===== config.mk =====
export PLATFORM = sky130hd
export DESIGN_NAME = steer_en_flat
export DESIGN_NICKNAME = d
export VERILOG_FILES = /design/src/rtl/steer_pkg.sv /design/src/rtl/steer_en_if.sv /design/src/rtl/steer_tmr.sv /design/src/rtl/steer_en.sv /design/src/flat_wrapper.sv
export SDC_FILE = /design/constraint.sdc
export NUM_CORES = 1
export LEC_CHECK = 0
export CORE_AREA = 2 2 99 101
export DETAILED_ROUTE_END_ITERATION = 6
export DIE_AREA = 0 0 101 103
export PLACE_DENSITY = 0.86
export SLEW_MARGIN = 20
export SYNTH_ARGS = -nofsm -noshare
export SYNTH_HDL_FRONTEND = slang
export SYNTH_SLANG_ARGS = --single-unit

===== constraint.sdc =====
create_clock -name clk -period 7.85 [get_ports clk]
set_input_delay 1.57 -clock clk [delete_from_list [all_inputs] [get_ports clk]]
set_output_delay 1.57 -clock clk [all_outputs]
set_load 0.02 [all_outputs]

===== src/rtl/steer_pkg.sv =====
// Shared types and constants for the steer_en rider-presence / steering-enable controller.
package steer_pkg;

    localparam int LD_W       = 12;
    localparam int TMR_W_FAST = 15;
    localparam int TMR_W_SLOW = 26;

    localparam logic [LD_W-1:0] MIN_RIDER_WT_DEF  = 12'h200;
    localparam logic [LD_W-1:0] WT_HYSTERESIS_DEF = 12'h040;

    typedef enum logic [1:0] {
        ST_IDLE  = 2'b00,
        ST_WAIT  = 2'b01,
        ST_STEER = 2'b10
    } steer_state_e;

endpackage


===== src/rtl/steer_en_if.sv =====
// Load-cell input strobe and steering outputs of steer_en, bundled for port connection.
interface steer_en_if;
    import steer_pkg::*;

    // ld_vld is a one-cycle strobe with no ready: the pair on lft_ld/rght_ld is taken
    // on every edge where it is high, and a newer pair simply replaces the older one.
    logic            ld_vld;
    logic [LD_W-1:0] lft_ld;
    logic [LD_W-1:0] rght_ld;
    logic            en_steer;
    logic            rider_off;

    modport master (
        output ld_vld,
        output lft_ld,
        output rght_ld,
        input  en_steer,
        input  rider_off
    );

    modport slave (
        input  ld_vld,
        input  lft_ld,
        input  rght_ld,
        output en_steer,
        output rider_off
    );

endinterface


===== src/rtl/steer_tmr.sv =====
// Settle timer for steer_en: a W-bit up-counter with synchronous clear that saturates at all ones.
module steer_tmr #(
    parameter int W = 15
) (
    input  logic clk,
    input  logic rst_n,
    input  logic clr,
    output logic full
);

    logic [W-1:0] cnt_q;
    logic [W-1:0] cnt_d;

    assign full = &cnt_q;

    always_comb begin
        cnt_d = cnt_q;
        if (clr) begin
            cnt_d = '0;
        end else if (!full) begin
            cnt_d = cnt_q + W'(1);
        end
    end

    always_ff @(posedge clk or negedge rst_n) begin
        if (!rst_n) begin
            cnt_q <= '0;
        end else begin
            cnt_q <= cnt_d;
        end
    end

endmodule


===== src/rtl/steer_en.sv =====
// Rider-presence and steering-enable controller. Optional dbg_state port with STEER_DBG_EN.
module steer_en
    import steer_pkg::*;
#(
    parameter bit              FAST_SIM      = 1'b0,
    parameter logic [LD_W-1:0] MIN_RIDER_WT  = MIN_RIDER_WT_DEF,
    parameter logic [LD_W-1:0] WT_HYSTERESIS = WT_HYSTERESIS_DEF
) (
    input  logic       clk,
    input  logic       rst_n,
    steer_en_if.slave  bus
`ifdef STEER_DBG_EN
    ,
    output logic [1:0] dbg_state
`endif
);

    localparam int TMR_W = FAST_SIM ? TMR_W_FAST : TMR_W_SLOW;
    localparam logic [LD_W:0] ON_WT  = {1'b0, MIN_RIDER_WT};
    localparam logic [LD_W:0] OFF_WT = {1'b0, MIN_RIDER_WT} - {1'b0, WT_HYSTERESIS};

    logic [LD_W-1:0] lft_q, lft_d;
    logic [LD_W-1:0] rght_q, rght_d;
    steer_state_e    state_q, state_d;

    logic [LD_W:0]   sum;
    logic [LD_W-1:0] adiff;
    logic            rider_on;
    logic            rider_gone;
    logic            gt_1_4;
    logic            gt_15_16;
    logic            clr_tmr;
    logic            tmr_full;

    always_comb begin
        lft_d  = lft_q;
        rght_d = rght_q;
        if (bus.ld_vld) begin
            lft_d  = bus.lft_ld;
            rght_d = bus.rght_ld;
        end
    end

    // |lft - rght| taken by ordering the operands, so no sign bit has to be carried.
    always_comb begin
        sum        = {1'b0, lft_q} + {1'b0, rght_q};
        adiff      = (lft_q >= rght_q) ? (lft_q - rght_q) : (rght_q - lft_q);
        rider_on   = sum > ON_WT;
        rider_gone = sum < OFF_WT;
        gt_1_4     = {1'b0, adiff} > (sum >> 2);
        gt_15_16   = {1'b0, adiff} > (sum - (sum >> 4));
    end

    steer_tmr #(
        .W (TMR_W)
    ) u_tmr (
        .clk   (clk),
        .rst_n (rst_n),
        .clr   (clr_tmr),
        .full  (tmr_full)
    );

    // rider_gone is tested first in every state so leaving the platform always wins.
    always_comb begin
        state_d = state_q;
        clr_tmr = 1'b0;
        case (state_q)
            ST_IDLE: begin
                if (rider_on) begin
                    clr_tmr = 1'b1;
                    state_d = ST_WAIT;
                end
            end
            ST_WAIT: begin
                if (rider_gone) begin
                    state_d = ST_IDLE;
                end else if (gt_1_4) begin
                    clr_tmr = 1'b1;
                end else if (tmr_full) begin
                    state_d = ST_STEER;
                end
            end
            ST_STEER: begin
                if (rider_gone) begin
                    state_d = ST_IDLE;
                end else if (gt_15_16) begin
                    clr_tmr = 1'b1;
                    state_d = ST_WAIT;
                end
            end
            default: begin
                state_d = ST_IDLE;
            end
        endcase
    end

    always_ff @(posedge clk or negedge rst_n) begin
        if (!rst_n) begin
            state_q <= ST_IDLE;
            lft_q   <= '0;
            rght_q  <= '0;
        end else begin
            state_q <= state_d;
            lft_q   <= lft_d;
            rght_q  <= rght_d;
        end
    end

    assign bus.en_steer  = (state_q == ST_STEER);
    assign bus.rider_off = (state_q == ST_IDLE);

`ifdef STEER_DBG_EN
    assign dbg_state = state_q;
`endif

endmodule


===== src/flat_wrapper.sv =====
// flat-port wrapper written by rule: the top's interface ports become plain ports
module steer_en_flat import steer_pkg::*;
#(
    parameter bit              FAST_SIM      = 1'b0,
    parameter logic [LD_W-1:0] MIN_RIDER_WT  = MIN_RIDER_WT_DEF,
    parameter logic [LD_W-1:0] WT_HYSTERESIS = WT_HYSTERESIS_DEF
)
  (clk, rst_n, bus_ld_vld, bus_lft_ld, bus_rght_ld, bus_en_steer, bus_rider_off);
  steer_en_if bus_i ();
  input  logic clk;
  input  logic rst_n;
  input wire logic [$bits(bus_i.ld_vld)-1:0] bus_ld_vld;
  input wire logic [$bits(bus_i.lft_ld)-1:0] bus_lft_ld;
  input wire logic [$bits(bus_i.rght_ld)-1:0] bus_rght_ld;
  output wire logic [$bits(bus_i.en_steer)-1:0] bus_en_steer;
  output wire logic [$bits(bus_i.rider_off)-1:0] bus_rider_off;
  assign bus_i.ld_vld = bus_ld_vld;
  assign bus_i.lft_ld = bus_lft_ld;
  assign bus_i.rght_ld = bus_rght_ld;
  assign bus_en_steer = bus_i.en_steer;
  assign bus_rider_off = bus_i.rider_off;
  steer_en #(.FAST_SIM(FAST_SIM), .MIN_RIDER_WT(MIN_RIDER_WT), .WT_HYSTERESIS(WT_HYSTERESIS)) u_core (.clk(clk), .rst_n(rst_n), .bus(bus_i));
endmodule

---- Word level (Yosys, flattened, before mapping) ----
Cells that the tools add are included.
storage, ports and cells
  output and inout port bits .............. 2
  register bits after elaboration ......... 52
  word-level logic and storage cells ...... 40
  input bits .............................. 27
cells by class
  reductions and logical operators ........ 3
  mux-type cells .......................... 16
  eq/ne operators ......................... 7
  add/sub/neg operators ................... 5
  order comparisons ....................... 5
operator list
  operator                                                                           count
  26-bit two-way mux                                                                 2
  26-bit by 1-bit adder with 26-bit output, second input constant                    1
  26-bit AND reduction                                                               1
  12-bit subtractor                                                                  2
  12-bit by 12-bit adder with 13-bit output                                          1
  12-bit by 13-bit greater-than comparator with 1-bit output                         1
  13-bit by 10-bit greater-than comparator with 1-bit output, second input constant  1
  13-bit by 9-bit < comparator with 1-bit output, second input constant              1
  13-bit by 9-bit subtractor with 13-bit output                                      1
  12-bit >= comparator                                                               1
  12-bit by 11-bit greater-than comparator with 1-bit output                         1
  12-bit two-way mux                                                                 1
  2-bit two-way mux                                                                  6
  3-bit by 1-bit != test with 1-bit output, second input constant                    2
  2-bit case mux with 3 select lines                                                 1
  1-bit two-way mux                                                                  5
  2-bit by 1-bit != test with 1-bit output, second input constant                    2
  4-bit AND reduction                                                                1
  3-bit by 2-bit != test with 1-bit output, second input constant                    1
  1-bit case mux with 3 select lines                                                 1
  2-bit by 1-bit equality test with 1-bit output, second input constant              1
  2-bit equality test, second input constant                                         1
  2-bit logical NOT                                                                  1

---- Longest topological paths before layout ----
Gate-level depths: netlist of the first run.
  word-level depth ........................ 7
  depth in mapped cells ................... 29
  gate-level depth less buffers ........... 28

---- By module ----
A second synthesis of the first run with hierarchy kept.
second synthesis, totals
  cells, all modules ...................... 668
  area, all modules ....................... 5770.5 µm²
modules (own cells, without submodules)
  module     area an instance (µm²)  cells each  sequential area each (µm²)  instances
  steer_en   4289.1                  511         650.6                       1
  steer_tmr  1481.4                  157         650.6                       1

---- Worst setup path before layout of the first run ----
OpenSTA, ideal clock, no wires.
  path type ............................... register to register
  start point ............................. register u_core.rght_q[1]
  end point ............................... register u_core.u_tmr.cnt_q[0]
  clock period less this slack ............ 6.252 ns
  buffers on the path ..................... 1
  required time ........................... 7.708 ns
  cell stages (with the launch flop) ...... 28
  setup time .............................. 0.142 ns
  data arrival time ....................... 6.110 ns
  slack ................................... 1.598 ns
  cells stage by stage .................... dfrtp_1 > inv_1 > ha_1 > nand2b_1 > a2111o_4 > nand2_1 > xnor2_1 > inv_1 > fa_1 > nor2b_1 > nand2_1 > o211a_1 > o31a_1 > o31ai_1 > a21oi_1 > xnor2_1 > ha_1 > nand4_1 > nor2_1 > o211a_1 > a211oi_1 > a21oi_1 > or4b_4 > o41ai_4 > nor3_2 > a211oi_4 > buf_6 > nor3_2
on the way
  word-level cells in the longest chain between the ends .. 7
  elaborated cells on any way between the ends .. 18
  classes of those cells .................. add/sub: 4; order compare: 5; eq/ne: 1; mux: 8
ends and longest elaborated chain
  element                                                                                                                                          line                            RTL
  start: declaration                                                                                                                               steer_en.sv:23                  logic [LD_W-1:0] rght_q, rght_d;
  start signal: assignment                                                                                                                         steer_en.sv:105                 rght_q <= rght_d;
  12-bit by 12-bit adder with 13-bit output, or another cell as far along                                                                          steer_en.sv:46                  sum = {1'b0, lft_q} + {1'b0, rght_q};
  13-bit by 9-bit subtractor with 13-bit output / 12-bit two-way mux (equally long branches)                                                       steer_en.sv:51, steer_en.sv:47
  12-bit by 13-bit greater-than comparator with 1-bit output / 12-bit by 11-bit greater-than comparator with 1-bit output (equally long branches)  steer_en.sv:51, steer_en.sv:50
  1-bit two-way mux, on equally long branches                                                                                                      steer_en.sv:86, steer_en.sv:77
  1-bit two-way mux, on equally long branches                                                                                                      steer_en.sv:84, steer_en.sv:75
  1-bit case mux with 3 select lines *                                                                                                             steer_en.sv:67                  case (state_q)
  2-bit by 1-bit != test with 1-bit output (no source line) / 26-bit two-way mux (equally long branches)                                           --
  end signal: assignment                                                                                                                           steer_tmr.sv:29                 cnt_q <= cnt_d;
  end: declaration                                                                                                                                 steer_tmr.sv:11                 logic [W-1:0] cnt_q;
Mark *: on every way between the ends. The rest lies on a longest branch, timed or not.
A chain may end at the register's enable or synchronous reset.

---- Final worst setup path of the first run ----
  start point ............................. register u_core.rght_q[1]
  end point ............................... register u_core.u_tmr.cnt_q[11]
The elaborated chain is that of the path after synthesis.

==> results of run 1 <==
## worst max-delay path: stages, from the launching register on
cell      delay (ns)
dfrtp_1         0.45
inv_1           0.15
ha_1            0.38
nand2b_1        0.19
a2111o_4        0.52
nand2_1         0.10
xnor2_1         0.26
inv_1           0.18
fa_1            0.50
nor2b_1         0.17
o311ai_0        0.17
o211a_1         0.18
o31a_1          0.35
o31ai_1         0.41
a21oi_1         0.16
xnor2_1         0.16
ha_1            0.33
nand4_1         0.13
nor2_1          0.15
o211a_1         0.17
a211oi_1        0.04
a21oi_1         0.24
or4b_4          0.51
o41ai_4         0.27
nor3_2          0.12
a211oi_4        0.21
buf_4           0.36
nor3_1          0.12
## where the power goes
| part | switching, mW | total (mW) | internal [mW] |
|---|---|---|---|
| combinational | 0.692 | 1.14 | 0.450 |
| sequential | 0.0167 | 0.302 | 0.286 |
| clock | 0.103 | 0.168 | 0.0653 |
| total | 0.811 | 1.61 | 0.801 |
## final cells by class
type                    instances  area (um^2)
inverters                      57          214
flip-flops and latches         52         1300
clock inverters                 3         25.0
repair buffers                 32          305
fillers                       788         3350
clock buffers                   5         68.8
well taps                     114          143
multi-input cells             542         4050
## state kept, by name, indices dropped and copies added (netlist names)
signal and count:
u_core.lft_q 12, u_core.state_q 2, u_core.u_tmr.cnt_q 26, u_core.rght_q 12
## layer usage
layer	global-route usage	routed length (um)
met4	0.0946	360
met2	0.444	6400
met1	0.357	6160
met5	0	0
met3	0.0312	568
## cell families (layout without fill, tap and decap cells)
| kind of cell | count (synthesis) | after routing | share of synthesized area |
|---|---|---|---|
| adders and majority gates | 74 | 74 | 0.167 |
| buffers and inverters | 81 | 97 | 0.0609 |
| DFF | 52 | 52 | 0.229 |
| AOI/OAI and AO/OA | 174 | 174 | 0.215 |
| xor gates and xnor gates | 47 | 47 | 0.0736 |
| and+or+nand+nor | 234 | 234 | 0.231 |
| muxes | 13 | 13 | 0.0235 |
## worst max path at each step
stage                     cells past startpoint  slack, ns        startpoint                      to
after floorplan                              27       1.60  u_core.rght_q[1]   u_core.u_tmr.cnt_q[0]
after global placement                       27       1.13  u_core.rght_q[1]   u_core.u_tmr.cnt_q[7]
after detailed placement                     27       0.80  u_core.rght_q[1]  u_core.u_tmr.cnt_q[11]
after CTS                                    27       0.73  u_core.rght_q[1]  u_core.u_tmr.cnt_q[11]
after global routing                         27       0.29  u_core.rght_q[1]   u_core.u_tmr.cnt_q[8]
final                                        27       0.71  u_core.rght_q[1]  u_core.u_tmr.cnt_q[11]
## layout by cell type (no fill, tap or decap), drive strengths merged, types with 3 or more instances in the layout
| cell | n |
|---|---|
| fa | 4 |
| nand3b | 3 |
| nand2b | 6 |
| xnor2 | 26 |
| and3 | 10 |
| a31oi | 3 |
| and2 | 4 |
| mux2i | 10 |
| a21oi | 47 |
| nor2b | 10 |
| nor3b | 5 |
| clkbuf | 5 |
| and4 | 3 |
| nor3 | 46 |
| xor2 | 21 |
| nand4 | 17 |
| a21o | 12 |
| o211ai | 5 |
| nand2 | 58 |
| or4 | 4 |
| nand3 | 20 |
| ha | 69 |
| nor4 | 7 |
| dfrtp | 52 |
| inv | 59 |
| nor2 | 32 |
| buf | 5 |
| o22ai | 4 |
| or3 | 3 |
| o21ai | 50 |
| mux2 | 3 |
| a211oi | 12 |
| o311ai | 5 |
| clkdlybuf4s50 | 27 |
| o21a | 5 |
==> results.cfg, run 1 <==
[sta]
hold_viol = 0
fin_worst_skew_ns = 0.0180
rsz0062_at_grt = no
slew_violations = 0
layout_setup_ws_ns = 0.710
max-slew-margin-rel = 0.341
tns_ns = 0
finalCriticalPeriod_ns = 7.14
fmax_ghz = 0.140
timing.hold.ws_ns = 0.577
tightestPinTransition_ns = 0.981
setup_viol_count_final = 0
fin_crit_sh = 0.910

[grt]
grt_usage = 0.265
grt_max_degree = 53
antenna_found_initial = 0
grt_pass1_vias = 4861
overflow = 0
grt_first_pass_wirelength_um = 22400

[setup_path]
worstPathRequired_ns = 8.05
cp.arrival_ns = 7.34
worst-path-max-fanout = 26
r2r_start = u_core.rght_q[1]
startpoint_type = flop
endpoint_kind = flop
path_class = reg2reg
r2r_end = u_core.u_tmr.cnt_q[11]
rr_worst_depth = 27
reg2reg_slack_ns = 0.71

[floorplanning]
die_w_um = 101
die-height_um = 103
rows = 36
start_util = 0.602
core_um2 = 9460
ios = 29
dieArea_um2 = 10400

[drt]
first_pass_iters = 6
drt_wl_total_um = 13500
drt_drc_violations_left = 0
vias = 5092
routed_via_density = 6.33
antenna_left = 0
initialDrtViolationCount = 446
drt-wirelength-per-cell_um = 16.8

[cells_and_area]
area_delta_synth_final_pct = 7.27
fin_cells = 805
design_area_um2 = 6110
fin_nets = 790
antenna_cells = 0
drive_above_1_share = 0.0897
final_core_util = 0.646

[min_path]
min_to = u_core.lft_q[11]
hold_path_class = reg2reg
worstHoldStart = u_core.lft_q[11]
holdPathStages = 1

[clocking]
cts_resized = 0
h-tree-depth = 2
cts_hold_buf = 0
cts.clk_slew.worst_paths_ns = 0.12
cts_tree = built
insertion_delay_ns = 0.33
cts-root-buf = clkbuf_8
cts.sinks = 52
numCtsBuffers = 5
postCtsSetupBuffers = 0
cts_buffer_depth = 2

[synth]
syn_avg_cell_area_um2 = 8.44
synth_cell_type_count = 84
synthFlopType = dfrtp_1
synthCells = 675
synth_edf_count = 0
synth_nets = 775
ys_seq_area_frac = 0.229
synth_area_leaders = dfrtp_1 23%, ha_1 15%, o21ai_0 4.4%, a21oi_1 4.0%, xnor2_1 3.8%
ys_async_sr_fraction = 1.00
yosysTopAreaCellShare = 0.229
yosys_warnings = 0
synth_common_cells = 69 x ha_1, 56 x inv_1, 56 x nand2_1, 52 x dfrtp_1, 50 x o21ai_0
yosys_register_bits = 52
synth_area_leader_cell = dfrtp_1
synth.most_common_cell = ha_1
syn-cell-area_um2 = 5690

[job]
drv_cap = 0

[power]
power_density_nw_per_um2 = 264
power_mw = 1.61
peakVddDrop_mv = 0.143
p_leak_nw = 2.66

[placement]
place_ws_ns = 0.804
dp.cells = 797
io_buffer_count = 28
dp_hpwl_um = 10500
gp_congestion = 0.947
placed_area_um2 = 6010

[run_status]
status = complete, no violations
Power figures use the tool's default switching activity.
==> run 2, diff against run 1 <==
--- a/config.mk
+++ b/config.mk
@@ -8,7 +8,7 @@
 export CORE_AREA = 2 2 99 101
 export DETAILED_ROUTE_END_ITERATION = 6
 export DIE_AREA = 0 0 101 103
-export PLACE_DENSITY = 0.86
+export PLACE_DENSITY = 0.81
 export SLEW_MARGIN = 20
 export SYNTH_ARGS = -nofsm -noshare
 export SYNTH_HDL_FRONTEND = slang
==> run 2 against run 1 <==
  * Global-route usage is 0.32 points higher
  * Register-to-register slack barely moved
  * Worst hold slack got worse by 0.0045 ns
  * Final cell count is 0.12% higher
  * Combinational power hardly changed
  * Non-clock buffer count is 1 higher
  * Routed wire length rose by 0.19%
  * Via count rose by 0.31%
  * Die area stayed put
  * Critical path type unchanged
  * Largest cell class unchanged
  * Highest routed layer unchanged
==> results.cfg, run 2 (same netlist as run 1, synthesis figures left out) <==
[clocking]
cts_hold_buf = 0
cts_resized = 0
cts.clk_slew.worst_paths_ns = 0.11
cts-root-buf = clkbuf_8
insertion_delay_ns = 0.33
cts_buffer_depth = 2
h-tree-depth = 2
numCtsBuffers = 5
postCtsSetupBuffers = 0
cts_tree = built
cts.sinks = 52

[setup_path]
rr_worst_depth = 27
endpoint_kind = flop
cp.arrival_ns = 7.33
r2r_end = u_core.u_tmr.cnt_q[9]
worst-path-max-fanout = 26
r2r_start = u_core.rght_q[1]
worstPathRequired_ns = 8.05
reg2reg_slack_ns = 0.71
path_class = reg2reg
startpoint_type = flop

[grt]
grt_first_pass_wirelength_um = 22600
grt_usage = 0.269
overflow = 0
antenna_found_initial = 0
grt_max_degree = 48
grt_pass1_vias = 4861

[cells_and_area]
antenna_cells = 0
final_core_util = 0.647
fin_nets = 791
reg.largest.list = u_core.u_tmr.cnt_q x26, u_core.lft_q x12, u_core.rght_q x12
largest_register_ffs = 26
drive_above_1_share = 0.0896
area_delta_synth_final_pct = 7.49
final_cell_mix = 69 x ha_1, 56 x inv_1, 56 x nand2_1, 52 x dfrtp_1, 50 x o21ai_0
final_common_cell = ha_1
regMostFlops = u_core.u_tmr.cnt_q

[drt]
routed_via_density = 6.34
drt-wirelength-per-cell_um = 16.8
vias = 5108
drt_drc_violations_left = 0
antenna_left = 0
initialDrtViolationCount = 480
first_pass_iters = 5
drt_wl_total_um = 13500

[floorplanning]
rows = 36
dieArea_um2 = 10400
core_um2 = 9460
die_w_um = 101
die-height_um = 103
start_util = 0.602
ios = 29

[power]
power_mw = 1.61
peakVddDrop_mv = 0.166
power_density_nw_per_um2 = 263
p_leak_nw = 2.67

[sta]
fin_worst_skew_ns = 0.0154
finalCriticalPeriod_ns = 7.14
fin_crit_sh = 0.909
setup_viol_count_final = 0
max-slew-margin-rel = 0.374
tightestPinTransition_ns = 0.932
slew_violations = 0
tns_ns = 0
fmax_ghz = 0.140
rsz0062_at_grt = no
hold_viol = 0

[job]
drv_cap = 0

[run_status]
status = complete, no violations

[min_path]
min_to = u_core.lft_q[11]
holdPathStages = 1
hold_path_class = reg2reg
worstHoldStart = u_core.lft_q[11]

[placement]
io_buffer_count = 28
dp_hpwl_um = 10600
gp_congestion = 0.920
## run 2: worst max path at each step
stage,startpoint,end,slack (ns),depth (start not counted)
after CTS,u_core.rght_q[1],u_core.u_tmr.cnt_q[15],0.81,27
after floorplan,u_core.rght_q[1],u_core.u_tmr.cnt_q[0],1.60,27
after global routing,u_core.rght_q[4],u_core.u_tmr.cnt_q[15],0.18,26
after global placement,u_core.rght_q[1],u_core.u_tmr.cnt_q[7],1.22,27
after detailed placement,u_core.rght_q[1],u_core.u_tmr.cnt_q[15],0.87,27
final,u_core.rght_q[1],u_core.u_tmr.cnt_q[9],0.71,27
## run 2: routing by layer
| layer | global-route usage | part of all wire | up-vias |
|---|---|---|---|
| li1 | - | - | 2463 |
| met1 | 0.364 | 0.45 | 2467 |
| met2 | 0.443 | 0.48 | 155 |
| met3 | 0.0407 | 0.052 | 23 |
| met4 | 0.0884 | 0.019 | 0 |
| met5 | 0 | 0 | - |
## run 2: critical path, cell delays in order, from the launching register on
cell and delay [ns]:
dfrtp_1 0.45, inv_1 0.15, ha_1 0.36, nand2b_1 0.19, a2111o_4 0.51, nand2_1 0.10
xnor2_1 0.28, inv_1 0.18, fa_1 0.49, nor2b_1 0.17, o311ai_0 0.16, o211a_1 0.17
o31a_1 0.34, o31ai_1 0.39, a21oi_1 0.15, xnor2_1 0.16, ha_1 0.33, nand4_1 0.14
nor2_1 0.15, o211a_1 0.17, a211oi_1 0.05, a21oi_1 0.29, or4b_4 0.52, o41ai_4 0.28
nor3_2 0.12, a211oi_4 0.22, buf_4 0.36, nor3_1 0.12
## run 2: final cells by class
class / instances / area (um^2)
clock buffers: 6 / 72.6
inverters: 57 / 214
clock inverters: 2 / 13.8
fillers: 807 / 3340
multi-input cells: 542 / 4050
flip-flops and latches: 52 / 1300
well taps: 114 / 143
repair buffers: 33 / 325
## run 2: power breakdown
group | switching [mW] | leakage [nW] | internal (mW)
Sequential | 0.0177 | 0.679 | 0.286
Clock | 0.0995 | 0.0456 | 0.0639
Combinational | 0.689 | 1.95 | 0.452
Total | 0.807 | 2.67 | 0.802
## run 2: per-stage QoR
step	cells	area, um^2	setup slack (ns)	hold WS [ns]
detailed placement	798	6030	0.868	0.546
global placement	797	6010	1.22	0.534
global route	806	6120	0.179	0.611
floorplan	675	5690	1.60	0.512
CTS	806	6120	0.811	0.569
finish	806	6120	0.714	0.573
